$ cat config.mk
export PLATFORM = sky130hd
export DESIGN_NAME = cache_event_counter
export DESIGN_NICKNAME = d
export VERILOG_FILES = /design/src/rtl/cache_stats_pkg.sv /design/src/rtl/sat_counter.sv /design/src/rtl/cache_event_counter.sv
export SDC_FILE = /design/constraint.sdc
export NUM_CORES = 1
export LEC_CHECK = 0
export ABC_AREA = 1
export ABC_CLOCK_PERIOD_IN_PS = 1490
export BUFFER_PORTS_ARGS = -buffer_cell sky130_fd_sc_hd__buf_2
export CAP_MARGIN = 40
export CORE_MARGIN = 8
export CORE_UTILIZATION = 51
export DETAILED_ROUTE_END_ITERATION = 10
export PLACE_DENSITY_LB_ADDON = 0.05
export SYNTH_ARGS = -nofsm -noshare
export SYNTH_HDL_FRONTEND = slang
export SYNTH_SLANG_ARGS = --single-unit
$ cat constraint.sdc
create_clock -name CLK -period 1.49 [get_ports CLK]
set_input_delay 0.0745 -clock CLK [delete_from_list [all_inputs] [get_ports CLK]]
set_output_delay 0.0745 -clock CLK [all_outputs]
set_load 0.01 [all_outputs]
$ cat src/rtl/cache_stats_pkg.sv
// rtl/cache_stats_pkg.sv - shared types and defaults for the cache statistics counters
package cache_stats_pkg;

  typedef enum logic {
    IDLE = 1'b0,
    HOLD = 1'b1
  } snap_state_t;

  typedef struct packed {
    logic valid;
    logic miss;
    logic conflict;
  } cache_evt_t;

  localparam int CNT_W_DEFAULT = 32;

endpackage

$ cat src/rtl/sat_counter.sv
// rtl/sat_counter.sv - event counter with sticky overflow, saturating or wrapping
module sat_counter #(
  parameter int CNT_W    = 32,
  parameter bit SATURATE = 1'b1
) (
  input  logic             CLK,
  input  logic             nRST,
  input  logic             inc,
  input  logic             clr,
  output logic [CNT_W-1:0] cnt,
  output logic             ovf
);

  localparam logic [CNT_W-1:0] CNT_MAX = {CNT_W{1'b1}};

  // clr has priority so a same-cycle increment is dropped
  always_ff @(posedge CLK or negedge nRST) begin
    if (!nRST) begin
      cnt <= '0;
      ovf <= 1'b0;
    end else if (clr) begin
      cnt <= '0;
      ovf <= 1'b0;
    end else if (inc) begin
      if (cnt == CNT_MAX) begin
        ovf <= 1'b1;
        cnt <= SATURATE ? CNT_MAX : '0;
      end else begin
        cnt <= cnt + 1'b1;
      end
    end
  end

endmodule

$ cat src/rtl/cache_event_counter.sv
// rtl/cache_event_counter.sv - per-cache access/miss/conflict counters with req/ack snapshot
module cache_event_counter
  import cache_stats_pkg::*;
#(
  parameter int CNT_W    = CNT_W_DEFAULT,
  parameter bit SATURATE = 1'b1
) (
  input  logic             CLK,
  input  logic             nRST,
  input  logic             evt_valid,
  input  logic             evt_miss,
  input  logic             evt_conflict,
  input  logic             freeze,
  input  logic             clear,
  input  logic             snap_req,
  output logic             snap_ack,
  output logic [CNT_W-1:0] access_cnt,
  output logic [CNT_W-1:0] miss_cnt,
  output logic [CNT_W-1:0] conflict_cnt,
  output logic [CNT_W-1:0] snap_access,
  output logic [CNT_W-1:0] snap_miss,
  output logic [CNT_W-1:0] snap_conflict,
  output logic [2:0]       ovf,
  output logic             proto_err
);

  cache_evt_t  evt;
  logic        inc_access;
  logic        inc_miss;
  logic        inc_conflict;
  logic        bad_evt;
  snap_state_t state;
  snap_state_t state_next;
  logic        capture;

  assign evt = '{valid: evt_valid, miss: evt_miss, conflict: evt_conflict};

  // a conflict without a miss is a controller bug: count the access only
  assign inc_access   = !freeze && evt.valid;
  assign inc_miss     = !freeze && evt.valid && evt.miss;
  assign inc_conflict = !freeze && evt.valid && evt.miss && evt.conflict;
  assign bad_evt      = !freeze && evt.valid && evt.conflict && !evt.miss;

  sat_counter #(.CNT_W(CNT_W), .SATURATE(SATURATE)) u_access (
    .CLK  (CLK),
    .nRST (nRST),
    .inc  (inc_access),
    .clr  (clear),
    .cnt  (access_cnt),
    .ovf  (ovf[0])
  );

  sat_counter #(.CNT_W(CNT_W), .SATURATE(SATURATE)) u_miss (
    .CLK  (CLK),
    .nRST (nRST),
    .inc  (inc_miss),
    .clr  (clear),
    .cnt  (miss_cnt),
    .ovf  (ovf[1])
  );

  sat_counter #(.CNT_W(CNT_W), .SATURATE(SATURATE)) u_conflict (
    .CLK  (CLK),
    .nRST (nRST),
    .inc  (inc_conflict),
    .clr  (clear),
    .cnt  (conflict_cnt),
    .ovf  (ovf[2])
  );

  always_ff @(posedge CLK or negedge nRST) begin
    if (!nRST) begin
      proto_err <= 1'b0;
    end else if (clear) begin
      proto_err <= 1'b0;
    end else if (bad_evt) begin
      proto_err <= 1'b1;
    end
  end

  always_ff @(posedge CLK or negedge nRST) begin
    if (!nRST) begin
      state <= IDLE;
    end else begin
      state <= state_next;
    end
  end

  always_comb begin
    state_next = state;
    capture    = 1'b0;
    snap_ack   = 1'b0;
    case (state)
      IDLE: begin
        if (snap_req) begin
          capture    = 1'b1;
          state_next = HOLD;
        end
      end
      HOLD: begin
        snap_ack = 1'b1;
        if (!snap_req) begin
          state_next = IDLE;
        end
      end
      default: state_next = IDLE;
    endcase
  end

  // captures pre-update values, so a same-cycle clear does not affect the copy
  always_ff @(posedge CLK or negedge nRST) begin
    if (!nRST) begin
      snap_access   <= '0;
      snap_miss     <= '0;
      snap_conflict <= '0;
    end else if (capture) begin
      snap_access   <= access_cnt;
      snap_miss     <= miss_cnt;
      snap_conflict <= conflict_cnt;
    end
  end

endmodule

==> impl_metrics.env <==
export IMPL_hpwl_um=24400
export IMPL_tritoncts="built"
export IMPL_gp_routability_congestion=0.913
export IMPL_drv_cap=0
export IMPL_critPathLaunchType="register"
export IMPL_clk_pin_slew_ps=70
export IMPL_yosys_register_bits=197
export IMPL_root_buffer="sky130_fd_sc_hd__clkbuf_16"
export IMPL_floorplan_die_area_sq_mm=0.0255
export IMPL_p_leak_nw=7.74
export IMPL_global_route_usage_total=0.254
export IMPL_clockBufferDepth=2
export IMPL_critical_path_startpoint="u_conflict.cnt[0]$_DFFE_PN0P_"
export IMPL_port_buffer_count=204
export IMPL_worstMarginPinSlew_ps=451
export IMPL_synth_lib_cells_used_distinct=38
export IMPL_share_of_synthesized_area_occupied_by_flip_flops_and_latches=0.469
export IMPL_failing_checks="setup timing"
export IMPL_critical_path_cell_count=9
export IMPL_critPathMaxFanout=7
export IMPL_placement_rows=52
export IMPL_first_global_vias=10400
export IMPL_antenna_cells_inserted=0
export IMPL_grt_setup_unrepaired="true"
export IMPL_synth_net_count=1444
export IMPL_netlist_top_cells_area="sky130_fd_sc_hd__dfrtp_1 47%, sky130_fd_sc_hd__nand2_1 19%, sky130_fd_sc_hd__o21ai_0 5.9%"
export IMPL_drt_first_iter_violations=785
export IMPL_grt_first_pass_wirelength_um=53400
export IMPL_min_delay_path_class="primary input to register"
export IMPL_worstPathArrival_ps=2000
export IMPL_final_net_count=1835
export IMPL_syn_area_per_cell_sq_um=7.34
export IMPL_ports=205
export IMPL_asyncSetResetFlopFracSynth=1.00
export IMPL_floorplan_die_width_um=160
export IMPL_post_synth_design_cell_area_sq_mm=0.0105
export IMPL_gr_total_overflow=0
export IMPL_clock_skew_final_ps=9.79
export IMPL_fin_crit_ps=1630
export IMPL_power_per_cell_area_mw_per_mm2=721
export IMPL_area_growth_pct=38.5
export IMPL_wl_per_cell_um=16.2
export IMPL_fin_crit_sh=1.10
export IMPL_route_detailed_drc=0
export IMPL_crit_path_max_incr_delay_ps=390
export IMPL_final_max_slew_viol_count=0
export IMPL_post_synth_top_area_cell="sky130_fd_sc_hd__dfrtp_1"
export IMPL_timing_critical_path_cells="ha_4, nand2_4, nor2_4, nand2_4, nor2_8, nand2_4, nor2_4, nor2_1, nand2_1"
export IMPL_synth_edf_count=0
export IMPL_timing_rr_start="u_conflict.cnt[0]$_DFFE_PN0P_"
export IMPL_outcome="complete, but fails checks"
export IMPL_holdWs_ps=33.9
export IMPL_path_common_cell="sky130_fd_sc_hd__nand2_4"
export IMPL_achievable_frequency_mhz=612
export IMPL_drive_above_1_share=0.335
export IMPL_worstSkewPairLatency_ps=440
export IMPL_final_antenna_net_count=0
export IMPL_placeableCoreArea_sq_mm=0.0202
export IMPL_worst_path_buf_inv=0
export IMPL_criticalPathCategory="register to register"
export IMPL_multiInputGateArea_sq_mm=0.00518
export IMPL_yosys_most_used_dff="sky130_fd_sc_hd__dfrtp_1"
export IMPL_yosysWarningCount=0
export IMPL_cts_htree_levels=4
export IMPL_critical_path_endpoint_type="register"
export IMPL_final_fill_count=1662
export IMPL_worst_slack_ps=-144
export IMPL_r2r_cells=9
export IMPL_vias=10900
export IMPL_via_per_inst=5.17
export IMPL_sink_count=197
export IMPL_hold_depth=3
export IMPL_initial_utilization=0.520
export IMPL_largest_net_degree_at_the_start_of_global_routing=51
export IMPL_worst_ir_drop_vdd_uv=725
export IMPL_fin_util=0.719
export IMPL_cp_slowest_cell="sky130_fd_sc_hd__dfrtp_2"
export IMPL_synthCells=1433
export IMPL_final_seq_area_sq_mm=0.00494
export IMPL_critical_path_top_delay_family="simple AND/OR/NAND/NOR gates"
export IMPL_crit_required_ps=1860
export IMPL_synth_largest_type_area_fraction=0.469
export IMPL_dieHeight_um=160
export IMPL_cts_made_buffers=17
export IMPL_wl_um=34100
export IMPL_firstDrtPassIters=5
export IMPL_antenna_found_initial=0
export IMPL_final_setup_viol_count=76
export IMPL_hold_path_startpoint="evt_miss"
export IMPL_final_hold_viol_count=0
export IMPL_slew_headroom=0.699
## worst register-to-register path, delay by kind of cell, from the launching register on
| kind | cells | cell delay [ps] |
|---|---|---|
| and+or+nand+nor | 8 | 1010 |
| DFF | 1 | 390 |
| adders and majority gates | 1 | 160 |
## where the power goes
group / switching, W / total (W) / internal, W
clock: 0.00225 / 0.00461 / 0.00236
sequential: 0.0000108 / 0.00537 / 0.00536
combinational: 0.000352 / 0.000515 / 0.000163
## final timing paths
kind                                             endpoint  slack, ps
max                        u_conflict.cnt[18]$_DFFE_PN0P_       -140
min                                 proto_err$_DFFE_PN0P_         30
max reg2reg                u_conflict.cnt[18]$_DFFE_PN0P_       -140
min reg2reg                      u_access.ovf$_DFFE_PN0P_        480
max in group asynchronous    u_access.cnt[17]$_DFFE_PN0P_        750
min in group asynchronous   snap_conflict[16]$_DFFE_PN0P_        150
## sequential cells by signal, indices dropped and copies added, names as in the netlist
name and flops:
snap_access 32, snap_conflict 32, snap_miss 32, u_access.cnt 32, u_conflict.cnt 32, u_miss.cnt 32, proto_err 1, state 1
u_access.ovf 1, u_conflict.ovf 1, u_miss.ovf 1
## logic make-up (layout without fill, tap and decap cells)
logic type | Yosys count | count (layout) | share of synthesized area
and+or+nand+nor | 838 | 839 | 0.337
buffers and inverters | 205 | 608 | 0.0813
DFF | 197 | 197 | 0.469
AOI/OAI and AO/OA | 168 | 168 | 0.0887
xor gates and xnor gates | 12 | 12 | 0.0100
muxes | 10 | 10 | 0.0107
adders and majority gates | 3 | 3 | 0.00357
## routing by layer
metal,track usage,share of wire
met5,0,0
met4,0.0755,0.024
met1,0.334,0.43
met3,0.0458,0.065
met2,0.421,0.49
## Yosys cell counts, types with 10 or more instances
library cell	number
sky130_fd_sc_hd__o21ai_2	11
sky130_fd_sc_hd__nor2_2	11
sky130_fd_sc_hd__inv_2	13
sky130_fd_sc_hd__clkbuf_1	19
sky130_fd_sc_hd__mux2_2	10
sky130_fd_sc_hd__nand3_1	104
sky130_fd_sc_hd__nor2_1	146
sky130_fd_sc_hd__inv_1	144
sky130_fd_sc_hd__xor2_1	11
sky130_fd_sc_hd__o21ai_0	123
sky130_fd_sc_hd__buf_2	17
sky130_fd_sc_hd__o211ai_1	16
sky130_fd_sc_hd__dfrtp_1	197
sky130_fd_sc_hd__nand2_1	532
sky130_fd_sc_hd__a21oi_1	13
## layout make-up
class / instances / area share
multi-input combinational: 1032 / 0.356
sequential: 197 / 0.340
timing repair buffer: 418 / 0.201
inverter: 158 / 0.0407
clock buffer: 18 / 0.0295
tap: 270 / 0.0232
clock inverter: 14 / 0.0101
## through the flow
| stage | TNS, ps | worst slack (ps) | cells | power (W) | area [sq um] |
|---|---|---|---|---|---|
| after floorplan | -2100 | -73.1 | 1433 | 0.00566 | 10600 |
| after global placement | -873 | -68.2 | 2039 | 0.00597 | 13200 |
| after detailed placement | -3000 | -143 | 2039 | 0.00598 | 13200 |
| after CTS | -721 | -59.5 | 2084 | 0.0105 | 14000 |
| after global routing | -12000 | -209 | 2107 | 0.0108 | 14600 |
| final | -4210 | -144 | 2107 | 0.0105 | 14600 |
## cells in the final DEF, fill, tap and decap left out, types with 17 or more instances in the layout
| cell | count |
|---|---|
| sky130_fd_sc_hd__nor2_4 | 22 |
| sky130_fd_sc_hd__nand2_2 | 22 |
| sky130_fd_sc_hd__buf_2 | 203 |
| sky130_fd_sc_hd__nor2_2 | 27 |
| sky130_fd_sc_hd__nand2_1 | 509 |
| sky130_fd_sc_hd__inv_2 | 17 |
| sky130_fd_sc_hd__clkbuf_16 | 19 |
| sky130_fd_sc_hd__o21ai_0 | 111 |
| sky130_fd_sc_hd__dfrtp_1 | 187 |
| sky130_fd_sc_hd__buf_4 | 183 |
| sky130_fd_sc_hd__nand3_1 | 87 |
| sky130_fd_sc_hd__nor2_1 | 117 |
| sky130_fd_sc_hd__inv_1 | 140 |
## timing repair
| item | in CTS | in global routing |
|---|---|---|
| buffers inserted | 9 | 21 |
| setup endpoints to repair | 66 | 99 |
| gates cloned | 1 | 3 |
| pin swaps | 17 | 36 |
| resized for setup | 22 | 115 |
| hold buffers | 3 | 0 |
| hold endpoints to repair | 199 | 0 |
No activity file was read; power rests on OpenSTA's default activity.
